<file path="src/rtl/oled_pkg.sv">
// Shared constants and state encoding for the OLED frame streamer.
package oled_pkg;

    // Panel geometry (SSD1331, 96x64).
    localparam int OLED_W    = 96;
    localparam int OLED_H    = 64;
    localparam int OLED_NPIX = OLED_W * OLED_H;

    localparam logic [12:0] LAST_PIX = 13'(OLED_NPIX - 1);

    // Window-set preamble: column range command, then row range command.
    localparam logic [7:0] CMD_SET_COL = 8'h15;
    localparam logic [7:0] CMD_SET_ROW = 8'h75;
    localparam int         CMD_LEN     = 6;
    localparam logic [2:0] LAST_CMD    = 3'(CMD_LEN - 1);

    // RGB332 colours.
    localparam logic [7:0] COLOR_GREEN = 8'h1C;
    localparam logic [7:0] COLOR_BLACK = 8'h00;

    typedef enum logic [2:0] {
        IDLE,
        CMD_SEND,
        CMD_WAIT,
        PIX_FETCH,
        PIX_LATCH,
        PIX_SEND,
        PIX_WAIT,
        DONE
    } state_t;

endpackage

</file>
<file path="src/rtl/oled_cmd_rom.sv">
// Window-set preamble ROM: full-screen column range, then full-screen row range.
module oled_cmd_rom
    import oled_pkg::*;
(
    input  logic [2:0] i_idx,
    output logic [7:0] o_byte
);

    // Combinational lookup of the preamble byte for the given index.
    always_comb begin
        // NOTE: default assignment first so no path leaves o_byte unassigned (no latch).
        o_byte = 8'h00;
        case (i_idx)
            3'd0:    o_byte = CMD_SET_COL;
            3'd1:    o_byte = 8'h00;
            3'd2:    o_byte = 8'(OLED_W - 1);
            3'd3:    o_byte = CMD_SET_ROW;
            3'd4:    o_byte = 8'h00;
            3'd5:    o_byte = 8'(OLED_H - 1);
            default: o_byte = 8'h00;
        endcase
    end

endmodule

</file>
<file path="src/rtl/oled_frame_streamer.sv">
// Streams one 96x64 frame to the OLED: window-set preamble (command mode),
// then one colour byte per pixel (data mode), row-major, one byte in flight.
module oled_frame_streamer
    import oled_pkg::*;
#(
    parameter logic [7:0] FG_COLOR = COLOR_GREEN,
    parameter logic [7:0] BG_COLOR = COLOR_BLACK
)(
    input  logic        clk,
    input  logic        reset,
    input  logic        init_done,
    input  logic        frame_req,
    output logic        busy,
    output logic        frame_done,
    output logic [12:0] fb_addr,
    input  logic        fb_data,
    output logic        spi_start,
    output logic [7:0]  spi_data,
    input  logic        spi_done,
    output logic        dc
);

    state_t      r_state;
    logic        r_busy;
    logic        r_frame_done;
    logic        r_spi_start;
    logic [7:0]  r_spi_data;
    logic        r_dc;
    logic [12:0] r_pix_cnt;
    logic [2:0]  r_cmd_idx;
    logic [7:0]  w_cmd_byte;

    oled_cmd_rom u_cmd_rom (
        .i_idx  (r_cmd_idx),
        .o_byte (w_cmd_byte)
    );

    // The pixel counter is the read address: it is already valid during
    // PIX_FETCH, so fb_data is ready to be latched in PIX_LATCH.
    assign fb_addr    = r_pix_cnt;
    assign busy       = r_busy;
    assign frame_done = r_frame_done;
    assign spi_start  = r_spi_start;
    assign spi_data   = r_spi_data;
    assign dc         = r_dc;

    // Frame sequencer: FSM, counters and all registered outputs.
    always_ff @(posedge clk) begin
        // NOTE: reset is synchronous, so it is an ordinary branch inside the clocked block.
        if (reset) begin
            r_state      <= IDLE;
            r_busy       <= 1'b0;
            r_frame_done <= 1'b0;
            r_spi_start  <= 1'b0;
            r_spi_data   <= 8'h00;
            r_dc         <= 1'b1;
            r_pix_cnt    <= 13'd0;
            r_cmd_idx    <= 3'd0;
        end else begin
            // NOTE: non-blocking assignments; later ones in the case override these defaults.
            r_spi_start  <= 1'b0;
            r_frame_done <= 1'b0;
            case (r_state)
                IDLE: begin
                    if (frame_req && init_done) begin
                        r_busy    <= 1'b1;
                        r_cmd_idx <= 3'd0;
                        r_pix_cnt <= 13'd0;
                        r_state   <= CMD_SEND;
                    end
                end
                CMD_SEND: begin
                    r_spi_start <= 1'b1;
                    r_spi_data  <= w_cmd_byte;
                    r_dc        <= 1'b0;
                    r_state     <= CMD_WAIT;
                end
                CMD_WAIT: begin
                    if (spi_done) begin
                        if (r_cmd_idx == LAST_CMD) begin
                            r_pix_cnt <= 13'd0;
                            r_state   <= PIX_FETCH;
                        end else begin
                            r_cmd_idx <= r_cmd_idx + 3'd1;
                            r_state   <= CMD_SEND;
                        end
                    end
                end
                PIX_FETCH: begin
                    r_state <= PIX_LATCH;
                end
                PIX_LATCH: begin
                    r_spi_data <= fb_data ? FG_COLOR : BG_COLOR;
                    r_dc       <= 1'b1;
                    r_state    <= PIX_SEND;
                end
                PIX_SEND: begin
                    r_spi_start <= 1'b1;
                    r_state     <= PIX_WAIT;
                end
                PIX_WAIT: begin
                    if (spi_done) begin
                        if (r_pix_cnt == LAST_PIX) begin
                            // Raised on entry so the pulse lands the cycle after the last spi_done.
                            r_frame_done <= 1'b1;
                            r_state      <= DONE;
                        end else begin
                            r_pix_cnt <= r_pix_cnt + 13'd1;
                            r_state   <= PIX_FETCH;
                        end
                    end
                end
                DONE: begin
                    r_busy  <= 1'b0;
                    r_state <= IDLE;
                end
                default: begin
                    r_state <= IDLE;
                end
            endcase
        end
    end

endmodule

</file>
<file path="config.mk">
export PLATFORM = sky130hd
export DESIGN_NAME = oled_frame_streamer
export DESIGN_NICKNAME = d
export VERILOG_FILES = /design/src/rtl/oled_pkg.sv /design/src/rtl/oled_cmd_rom.sv /design/src/rtl/oled_frame_streamer.sv
export SDC_FILE = /design/constraint.sdc
export NUM_CORES = 1
export LEC_CHECK = 0
export BUFFER_PORTS_ARGS = -buffer_cell sky130_fd_sc_hd__buf_2
export CORE_MARGIN = 4
export CORE_UTILIZATION = 40
export CTS_CLUSTER_DIAMETER = 100
export DETAILED_ROUTE_END_ITERATION = 8
export GPL_ROUTABILITY_DRIVEN = 0
export PLACE_DENSITY = 0.6
export SYNTH_ARGS = -nofsm -noshare
export SYNTH_HDL_FRONTEND = slang
export SYNTH_SLANG_ARGS = --single-unit
</file>
<file path="constraint.sdc">
create_clock -name clk -period 1.66 [get_ports clk]
set_input_delay 0 -clock clk [delete_from_list [all_inputs] [get_ports clk]]
set_output_delay 0 -clock clk [all_outputs]
set_load 0.01 [all_outputs]
</file>
Word level (Yosys, flattened, before mapping)
Index checks and enable logic that the tools add are counted.
{ "op_classes": {"n_lt_le_gt_ge": 0, "multipliers": 0, "n_shift": 0, "bitwise": 2, "n_addsub": 2, "eq_ne": 17, "n_reduce_logical": 13, "muxes": 24, "div_mod_pow": 0} }
{ "ops": {"columns": ["operator", "count"], "rows": [
  ["13-bit 2-to-1 mux", 5],
  ["13-bit one-hot mux with 3 select lines", 1],
  ["7-bit one-hot mux with 4 select lines", 1],
  ["3-bit one-hot mux with 8 select lines", 1],
  ["3-bit 2-to-1 mux", 7],
  ["8-bit one-hot mux with 2 select lines", 1],
  ["3-bit == test (second input constant)", 5],
  ["13-bit by 1-bit adder with 13-bit output (second input constant)", 1],
  ["13-bit == test (second input constant)", 1],
  ["3-bit by 2-bit == test with 1-bit output (second input constant)", 4],
  ["2-bit inequality test (second input constant)", 6],
  ["3-bit logical NOT", 2],
  ["3-bit one-hot mux with 2 select lines", 1],
  ["6-bit AND reduction", 1],
  ["2-bit nonzero test", 3],
  ["5-bit 2-to-1 mux", 1],
  ["1-bit one-hot mux with 2 select lines", 2],
  ["4-bit AND reduction", 1],
  ["3-bit by 1-bit adder with 3-bit output (second input constant)", 1],
  ["3-bit by 1-bit == test with 1-bit output (second input constant)", 1],
  ["1-bit 2-to-1 mux", 3],
  ["3-bit AND reduction", 1],
  ["3-bit nonzero test", 1],
  ["3-bit OR reduction", 1],
  ["other kinds (5)", 6]
]} }
{ "totals": {"word_cells": 66, "romBits": 0, "ff_bits": 31, "memories": 0, "mem_bits_rw": 0, "output_inout_bits": 25, "input_bits": 6, "latch_bits": 0} }

Depth between registers and ports, before layout
Gate-level depths: netlist of the first run.
{ "logic_depth": {"word_depth": 4, "ltp_mapped": 8, "mapped_depth_nobuf": 7} }

Hierarchy
Synthesis of the first run repeated with hierarchy kept, for this count alone.
{ "unflattened": {"cells_unflattened": 222, "hier_area_um2": 1727.9} }
{ "modules_own_cells": {"columns": ["module", "cells_each", "area_each_um2", "seq_area_each_um2", "instances"], "rows": [
  ["oled_frame_streamer", 211, 1645.3, 620.6, 1],
  ["oled_cmd_rom", 11, 82.6, 0.0, 1]
]} }

Worst setup path before layout of the first run
OpenSTA, ideal clock, no wires.
{ "synth_timing": {"path_kind": "register to register", "from": "register r_pix_cnt[0], in the netlist fb_addr[0]", "to": "register r_pix_cnt[10], in the netlist fb_addr[10]", "slack_ps": 68, "setup_ps": 67, "period_less_slack_ps": 1592, "stages_incl_launch_ff": 7, "arrival_time_ps": 1526, "required_time_ps": 1593, "path_buffers": 0, "cell_sequence": "dfxtp_1 -> ha_1 -> nand3_1 -> nor2_1 -> nand4_1 -> or3_1 -> o21ai_2"} }
{ "synth_via": {"elab_chain_len": 4, "word_cells_on_any_way": 7, "cone_classes": "1 x add/sub; 2 x eq/ne; 3 x mux; 1 x reduce/logical"} }
{ "synth_lines": {"columns": ["item", "line_no", "text"], "rows": [
  ["from (decl)", "oled_frame_streamer.sv:29", "logic [12:0] r_pix_cnt;"],
  ["from (signal assigned)", "oled_frame_streamer.sv:108", "r_pix_cnt <= r_pix_cnt + 13'd1;"],
  ["13-bit by 1-bit adder with 13-bit output", "oled_frame_streamer.sv:108", null],
  ["13-bit 2-to-1 mux", "oled_frame_streamer.sv:103", "if (r_pix_cnt == LAST_PIX) begin"],
  ["13-bit 2-to-1 mux", "oled_frame_streamer.sv:102", "if (spi_done) begin"],
  ["13-bit one-hot mux with 3 select lines", "oled_frame_streamer.sv:63", "case (r_state)"]
]} }
Several ways; a longest one is shown, not always the timed one. The select of a mux whose other input is x is not followed.
A chain may end at the register's enable or synchronous reset.

Final worst setup path of the first run
{ "layout_timing": {"from": "register r_cmd_idx[0]", "to": "register r_spi_data[6], in the netlist spi_data[6]"} }
{ "layout_via": {"elab_chain_len": 3, "word_cells_on_any_way": 6, "cone_classes": "3 x eq/ne; 2 x mux; 1 x reduce/logical"} }
{ "layout_lines": {"columns": ["item", "line_no", "text"], "rows": [
  ["from (decl)", "oled_frame_streamer.sv:30", "logic [2:0] r_cmd_idx;"],
  ["from (signal assigned)", "oled_frame_streamer.sv:84", "r_cmd_idx <= r_cmd_idx + 3'd1;"],
  ["3-bit == test (tied with other cells)", "oled_cmd_rom.sv:13", "case (i_idx)"],
  ["7-bit one-hot mux with 4 select lines (*)", "oled_cmd_rom.sv:13", null],
  ["8-bit one-hot mux with 2 select lines (*)", "oled_frame_streamer.sv:63", null],
  ["to (signal assigned)", "oled_frame_streamer.sv:74", "r_spi_data <= w_cmd_byte;"],
  ["to (signal assigned)", "oled_frame_streamer.sv:93", "r_spi_data <= fb_data ? FG_COLOR : BG_COLOR;"],
  ["to (decl)", "oled_frame_streamer.sv:27", "logic [7:0] r_spi_data;"]
]} }
Every way passes the cells marked *; elsewhere a longest branch is shown, timed or not. The select of a mux whose other input is x is not followed.

==> impl_results.md, run 1 <==
- Max IR drop VDD: 0.5051 mV
- Clock sink total: 29
- Total grt overflow: 0
- CP top delay family: simple AND/OR/NAND/NOR gates
- First-pass GRT wire length: 6782 µm
- Total GRT Usage: 0.1629
- Share of cells above drive strength 1: 0.3689
- Iteration count of the initial detailed-routing pass: 4
- Required @ worst endpoint: 1.87 ns
- Synth top area cells: dfxtp_1 (35%), nor2_1 (5.2%), a21oi_1 (5.1%)
- Worst Path Buf+Inv: 1
- PD cells: 704.9 nW/µm²
- Number of synthesized flops with an enable pin: 0
- Critical-path cell list: buf_4 > ha_2 > nand2b_4 > mux2i_2 > or4_4 > a21oi_2
- Row Count: 23
- Tcrit/Tclk final: 0.9584
- Final ANT Viol Nets: 0
- Async SR Flop Fraction: 0
- CTS tree: built
- Initial antenna violation count: 0
- Final Max Slew Viols: 0
- Fillers: 400
- Most frequent cells in the layout: buf_2 (29), dfxtp_1 (26), nor2_1 (22), buf_4 (22), a21oi_1 (15)
- Worst-path fanout max: 5
- Number of max-cap violations: 0
- Yosys reg bits: 29
- Total power: 1.508 mW
- Reg area: 584.3 µm²
- Multi-input gate area: 1046 µm²
- Largest net degree at the start of global routing: 20
- Post-synth top area cell: dfxtp_1
- Cts bufs inserted: 5
- Nets@finish: 255
- Status: completed
- IO buf count: 29
- Final Hold Viols: 0
- WP data arrival: 1.80 ns
- HPWL after detailed placement: between 2000 and 3000 µm
- Unique masters post-synth: 51
- Die W: 72.50 µm
- Layout Cells excl Fill: a little under 300
- Drt drc: 0
- Vias in the first global route: 1,549
- Seq/Total Area, Yosys: 0.3489
- Detailed Route Iter0 Violations: between 100 and 150
- # IOs: 31
- Worst Skew: approximately 0.0042 ns
- Later-pin clock latency in the skew report: 0.28 ns
- Die Area: 5256 µm²
- Crit-path slowest cell: or4_4
- Tmin final: 1.591 ns
- Setup TNS: 0 ns
- Slowest stage delay, CP: between 0.4 and 0.5 ns
- Worst Setup End Kind: flip-flop
- Worst Setup Start Kind: flip-flop
- Setup CP Type: flip-flop to flip-flop
- Yosys warns: 0
- Syn_nets: 209
- Avg Cell Area, Syn: 8.405 µm²
- Fmax: about 0.63 GHz
- HP Class: primary input to flip-flop
- Antenna fix cells: 0
- Area growth from synthesis to layout: 28.57%
- Final wirelength: 4045 µm
- Avg Vias per Cell: 5.293
- Mapped Area: 1664 µm²
- H-tree levels: 2
- Initial Util: 0.4160
- Clk root buf: clkbuf_8
- Total core area: 4000 µm²
- Area share of the largest cell type after synthesis: 0.3489
- Post-DR wirelength/cell: around 14 µm
- Clk slew on worst S/H paths: ~0.060 ns
- Max Root-Sink Buffers: 2
- Placed cells: 287
- Endpoints failing setup: 0
- Ys flop type: dfxtp_1
- Via Count: approximately 1,600
- Post-Synthesis Cells: approximately 200
- Leak: 0.9202 nW
- Unrepaired setup endpoints after global routing: true
- Commonest non-fill, non-tap cell in the layout: buf_2
- Die H: 72.50 µm
## logic make-up (layout without fill, tap and decap cells)
logic type	Yosys count	after routing	share of synthesized area
compound gates	57	57	0.2293
other cells	1	1	0.002253
flops	29	29	0.3489
fa+ha+maj	5	5	0.03759
buf+inv	21	67	0.07143
mux	4	4	0.02406
simple gates	81	81	0.2865
## worst min-delay path: cells and delay by family
| family | cells | cell delay (ns) |
|---|---|---|
| AO/OA/AOI/OAI | 1 | 0.06 |
| buffers and inverters | 1 | 0.16 |
| AND/OR/NAND/NOR | 1 | 0.10 |
## report_power, final
group,switching [mW],internal [mW],leakage (nW)
clock,0.252,0.328,0.0443
sequential,0.0143,0.716,0.236
combinational,0.110,0.0889,0.640
total,0.376,1.13,0.920
## registers in the layout, summed over array words and instances (netlist names)
register,flops
busy,1
dc,1
fb_addr,13
frame_done,1
r_cmd_idx,3
r_state,3
spi_data,6
spi_start,1
## final timing paths
| check | slack, ns | from | cells past startpoint | end |
|---|---|---|---|---|
| min | 0.09 | spi_done | 3 | fb_addr[5]$_SDFFE_PP0P_ |
| min reg2reg | 0.46 | spi_data[1]$_SDFFE_PP0P_ | 2 | spi_data[1]$_SDFFE_PP0P_ |
| max reg2reg | 0.07 | r_cmd_idx[0]$_SDFFE_PP0P_ | 6 | spi_data[6]$_SDFFE_PP0P_ |
| max | 0.07 | r_cmd_idx[0]$_SDFFE_PP0P_ | 6 | spi_data[6]$_SDFFE_PP0P_ |
## per-layer routing
metal	vias to the layer above	global-route usage	part of all wire
li1	802	-	-
met1	712	0.2073	0.48
met4	0	0.05738	0.0084
met2	38	0.2588	0.46
met5	-	0	0
met3	4	0.05263	0.056
## metrics by stage
stage / area (µm²) / hold WS (ns) / worst slack (ns) / utilization
after global placement: 1968 / 0.3649 / 0.07399 / 0.4920
after CTS: 2054 / 0.06711 / 0.04386 / 0.5136
after global routing: 2140 / 0.09499 / -0.02909 / 0.5349
after floorplan: 1664 / 0.2692 / 0.06755 / -
after detailed placement: 1968 / 0.3626 / 0.06596 / 0.4920
final: 2140 / 0.08895 / 0.06910 / 0.5349
## cell type report
cell class,instances,area share
repair buffers,52,0.1544
flip-flops and latches,29,0.2731
clock buffers,7,0.04035
well taps,50,0.02924
multi-input cells,148,0.4889
inverters,8,0.01404
## timing repair
action,CTS,global route
gates resized for setup,0,23
setup endpoints to repair,0,17
hold buffers,0,0
buffers inserted,0,0
## cells in the mapped netlist, types with 4 or more instances
master     n
dfxtp_1   29
nor2_1    23
a21oi_1   17
nand2_1   14
o21ai_1    9
inv_1      8
nand3_1    6
ha_1       5
nand4_1    5
a31oi_1    4
and3_1     4
buf_4      4
clkbuf_1   4
mux2i_1    4
nand2b_1   4
nor2b_1    4
o31ai_1    4
(Power assumes the default switching activity.)
==> run 2, diff against run 1 <==
==> constraint.sdc (replaced) <==
create_clock -name clk -period 1.35 [get_ports clk]
set_input_delay 0 -clock clk [delete_from_list [all_inputs] [get_ports clk]]
set_output_delay 0 -clock clk [all_outputs]
set_load 0.01 [all_outputs]
==> run 2 against run 1 <==
The flow now finishes with violations (setup timing). Combinational power grew 42%. First-iteration DRC count shrank 62%. Non-clock buffer count grew 30. Die area is the same. Clock power grew 38%. Critical path type unchanged. Largest cell class unchanged. Via count grew 8.6%. Power grew 31%.
==> impl_results.md, run 2 (synthesis results as in run 1) <==
- Setup CP Type: flip-flop to flip-flop (unchanged)
- Largest net degree at the start of global routing: 20 (unchanged)
- Worst Hold Depth: 3 (unchanged)
- Antenna fix cells: 0 (unchanged)
- H-tree levels: 2 (unchanged)
- WP data arrival: 1.66 ns (was 1.80 ns)
- Worst Skew: 0.005582 ns (was 0.004211 ns)
- Initial Util: 0.4160 (unchanged)
- Die W: 72.50 µm (unchanged)
- Worst Hold Launch: reset (was spi_done)
- Commonest non-fill, non-tap cell in the layout: buf_4 (was buf_2)
- Detailed Route Iter0 Violations: 47 (was 123)
- Required @ worst endpoint: 1.53 ns (was 1.87 ns)
- Met3 Track Usage GR: 0.04294 (was 0.05263)
- Tcrit/Tclk final: 1.102 (was 0.9584)
- HPWL after detailed placement: 3147 µm (was 2963 µm)
- Total grt overflow: 0 (unchanged)
- Final Hold Viols: 0 (unchanged)
- CP startpoint: r_cmd_idx[1]$_SDFFE_PP0P_ (was r_cmd_idx[0]$_SDFFE_PP0P_)
- Grt met2 use: 0.2983 (was 0.2588)
- Fmax: 0.6720 GHz (was 0.6286 GHz)
- Clk root buf: clkbuf_8 (unchanged)
- Final Cell Area: 2447 µm² (was 2140 µm²)
- Initial antenna violation count: 0 (unchanged)
- Area growth from synthesis to layout: 47.07% (was 28.57%)
- Max FFs per register: 13 (unchanged)
- Crit-path slowest cell: dfxtp_2 (was or4_4)
- Nets@finish: 285 (was 255)
- Failing checks: setup timing
- Clock sink total: 29 (unchanged)
- Final Max Slew Viols: 0 (unchanged)
- Worst-path fanout max: 4 (was 5)
- Slowest stage delay, CP: 0.34 ns (was 0.49 ns)
- Hold EP: spi_data[6]$_SDFFE_PP0P_ (was fb_addr[5]$_SDFFE_PP0P_)
- Crit-path most repeated cell: buf_4
- Critical-path cell list: inv_2 > ha_4 > nand2_4 > a221oi_4 > a21oi_2 > buf_4 > buf_4 > nand2_1 > o21ai_1 (was buf_4 > ha_2 > nand2b_4 > mux2i_2 > or4_4 > a21oi_2)
- Drt drc: 0 (unchanged)
- Most frequent cells in the layout: buf_4 (51), buf_2 (29), nor2_1 (22), dfxtp_1 (20), a21oi_1 (15) (was buf_2 (29), dfxtp_1 (26), nor2_1 (22), buf_4 (22), a21oi_1 (15))
- CP top delay family: compound AO/OA/AOI/OAI gates (was simple AND/OR/NAND/NOR gates)
- Endpoints failing setup: 16 (was 0)
- R2R Setup Slk: -0.14 ns (was 0.07 ns)
- Iteration count of the initial detailed-routing pass: 4 (unchanged)
- Tmin final: 1.488 ns (was 1.591 ns)
- Die H: 72.50 µm (unchanged)
- Worst R2R End: fb_addr[0]$_SDFFE_PP0P_ (was spi_data[6]$_SDFFE_PP0P_)
- Row Count: 23 (unchanged)
- Cts bufs inserted: 5 (unchanged)
- Leak: 1.083 nW (was 0.9202 nW)
- HP Class: primary input to flip-flop (unchanged)
- Slack of the critical path: -0.1381 ns (was 0.06910 ns)
- CTS tree: built (unchanged)
- DP Worst Slack: -0.2438 ns (was 0.06596 ns)
- Status: finished with violations (was completed)
- Share of cells above drive strength 1: 0.4945 (was 0.3689)
- Worst Setup End Kind: flip-flop (unchanged)
- # IOs: 31 (unchanged)
- Final ANT Viol Nets: 0 (unchanged)
- RR Startpoint: r_cmd_idx[1]$_SDFFE_PP0P_ (was r_cmd_idx[0]$_SDFFE_PP0P_)
- Vias in the first global route: 1,690 (was 1,549)
- Die Area: 5256 µm² (unchanged)
- Reg2Reg Depth: 9 (was 6)
- Number of max-cap violations: 0 (unchanged)
- PD cells: 806.1 nW/µm² (was 704.9 nW/µm²)
- Total core area: 4000 µm² (unchanged)
- Worst Setup Start Kind: flip-flop (unchanged)
- Unrepaired setup endpoints after global routing: true (unchanged)
- IO buf count: 29 (unchanged)
- Dpl cell area: 2257 µm² (was 1968 µm²)
- Later-pin clock latency in the skew report: 0.28 ns (about the same)
- Post-DR wirelength/cell: 12.90 µm (was 13.76 µm)
- Most Used Layer, Global Route: met2 (unchanged)
- Clk slew on worst S/H paths: 0.06 ns (about the same)
- Final wirelength: 4193 µm (was 4045 µm)
- Total GRT Usage: 0.1734 (was 0.1629)
- Worst Path Buf+Inv: 3 (was 1)
- Max Root-Sink Buffers: 2 (unchanged)
- Avg Vias per Cell: 5.200 (was 5.293)
- Routing usage on met1: 0.2068 (was 0.2073)
- Via Count: 1,690 (was 1,556)
- Final core utilization: 0.6118 (was 0.5349)
- Max IR drop VDD: 0.6043 mV (was 0.5051 mV)
- First-pass GRT wire length: 7189 µm (was 6782 µm)
## run 2: timing repair
item | 4_1_cts | 5_1_grt
hold buffers | 0 | 0
gates resized for setup | 13 | 10
setup buffers | 1 | 1
pin swaps | 4 | 4
endpoints found under the setup margin | 23 | 24
## run 2: how the worst max path moves through the flow
stage | end | slack (ns) | cells past startpoint
floorplan | fb_addr[9]$_SDFFE_PP0P_ | -0.07 | 7
global placement | spi_data[3]$_SDFFE_PP0P_ | -0.16 | 5
detailed placement | spi_data[3]$_SDFFE_PP0P_ | -0.24 | 5
CTS | spi_data[6]$_SDFFE_PP0P_ | -0.13 | 5
global route | fb_addr[5]$_SDFFE_PP0P_ | -0.24 | 8
finish | fb_addr[0]$_SDFFE_PP0P_ | -0.14 | 9
## run 2: cell type report
| cell class | instances | area [µm²] |
|---|---|---|
| multi-input combinational | 148 | 1092 |
| sequential | 29 | 601.8 |
| inverter | 8 | 30.03 |
| clock inverter | 1 | 5.005 |
| tap | 50 | 62.56 |
| fill | 368 | 1553 |
| timing repair buffer | 82 | 559.3 |
| clock buffer | 7 | 96.34 |
## run 2: report_power, final
part           internal (mW)  leakage [nW]  switching (mW)
Combinational          0.139         0.788           0.142
Sequential             0.874         0.240          0.0188
Clock                  0.460        0.0542           0.339
Total                   1.47          1.08           0.500
## run 2: through the flow
step / instances / total power [mW] / hold slack, ns / setup TNS (ns)
after global placement: 315 / 1.176 / 0.3986 / -1.861
after detailed placement: 315 / 1.179 / 0.3990 / -2.279
after floorplan: 198 / 1.084 / 0.2692 / -0.5801
after global routing: 325 / 2.066 / 0.1555 / -3.233
after CTS: 324 / 2.005 / 0.1349 / -1.603
final: 325 / 1.973 / 0.1409 / -1.383
## run 2: worst reg2reg max path, delay by kind of cell (launching register included)
kind | cells | cell delay [ns]
compound gates | 3 | 0.46
fa+ha+maj | 1 | 0.13
buf+inv | 3 | 0.33
flops | 1 | 0.34
simple gates | 2 | 0.11
## run 2: routing by layer
metal  up-vias  part of all wire
met5         -                 0
met2        32              0.48
met4         0             0.011
li1        863                 -
met3         4             0.043
met1       791              0.46
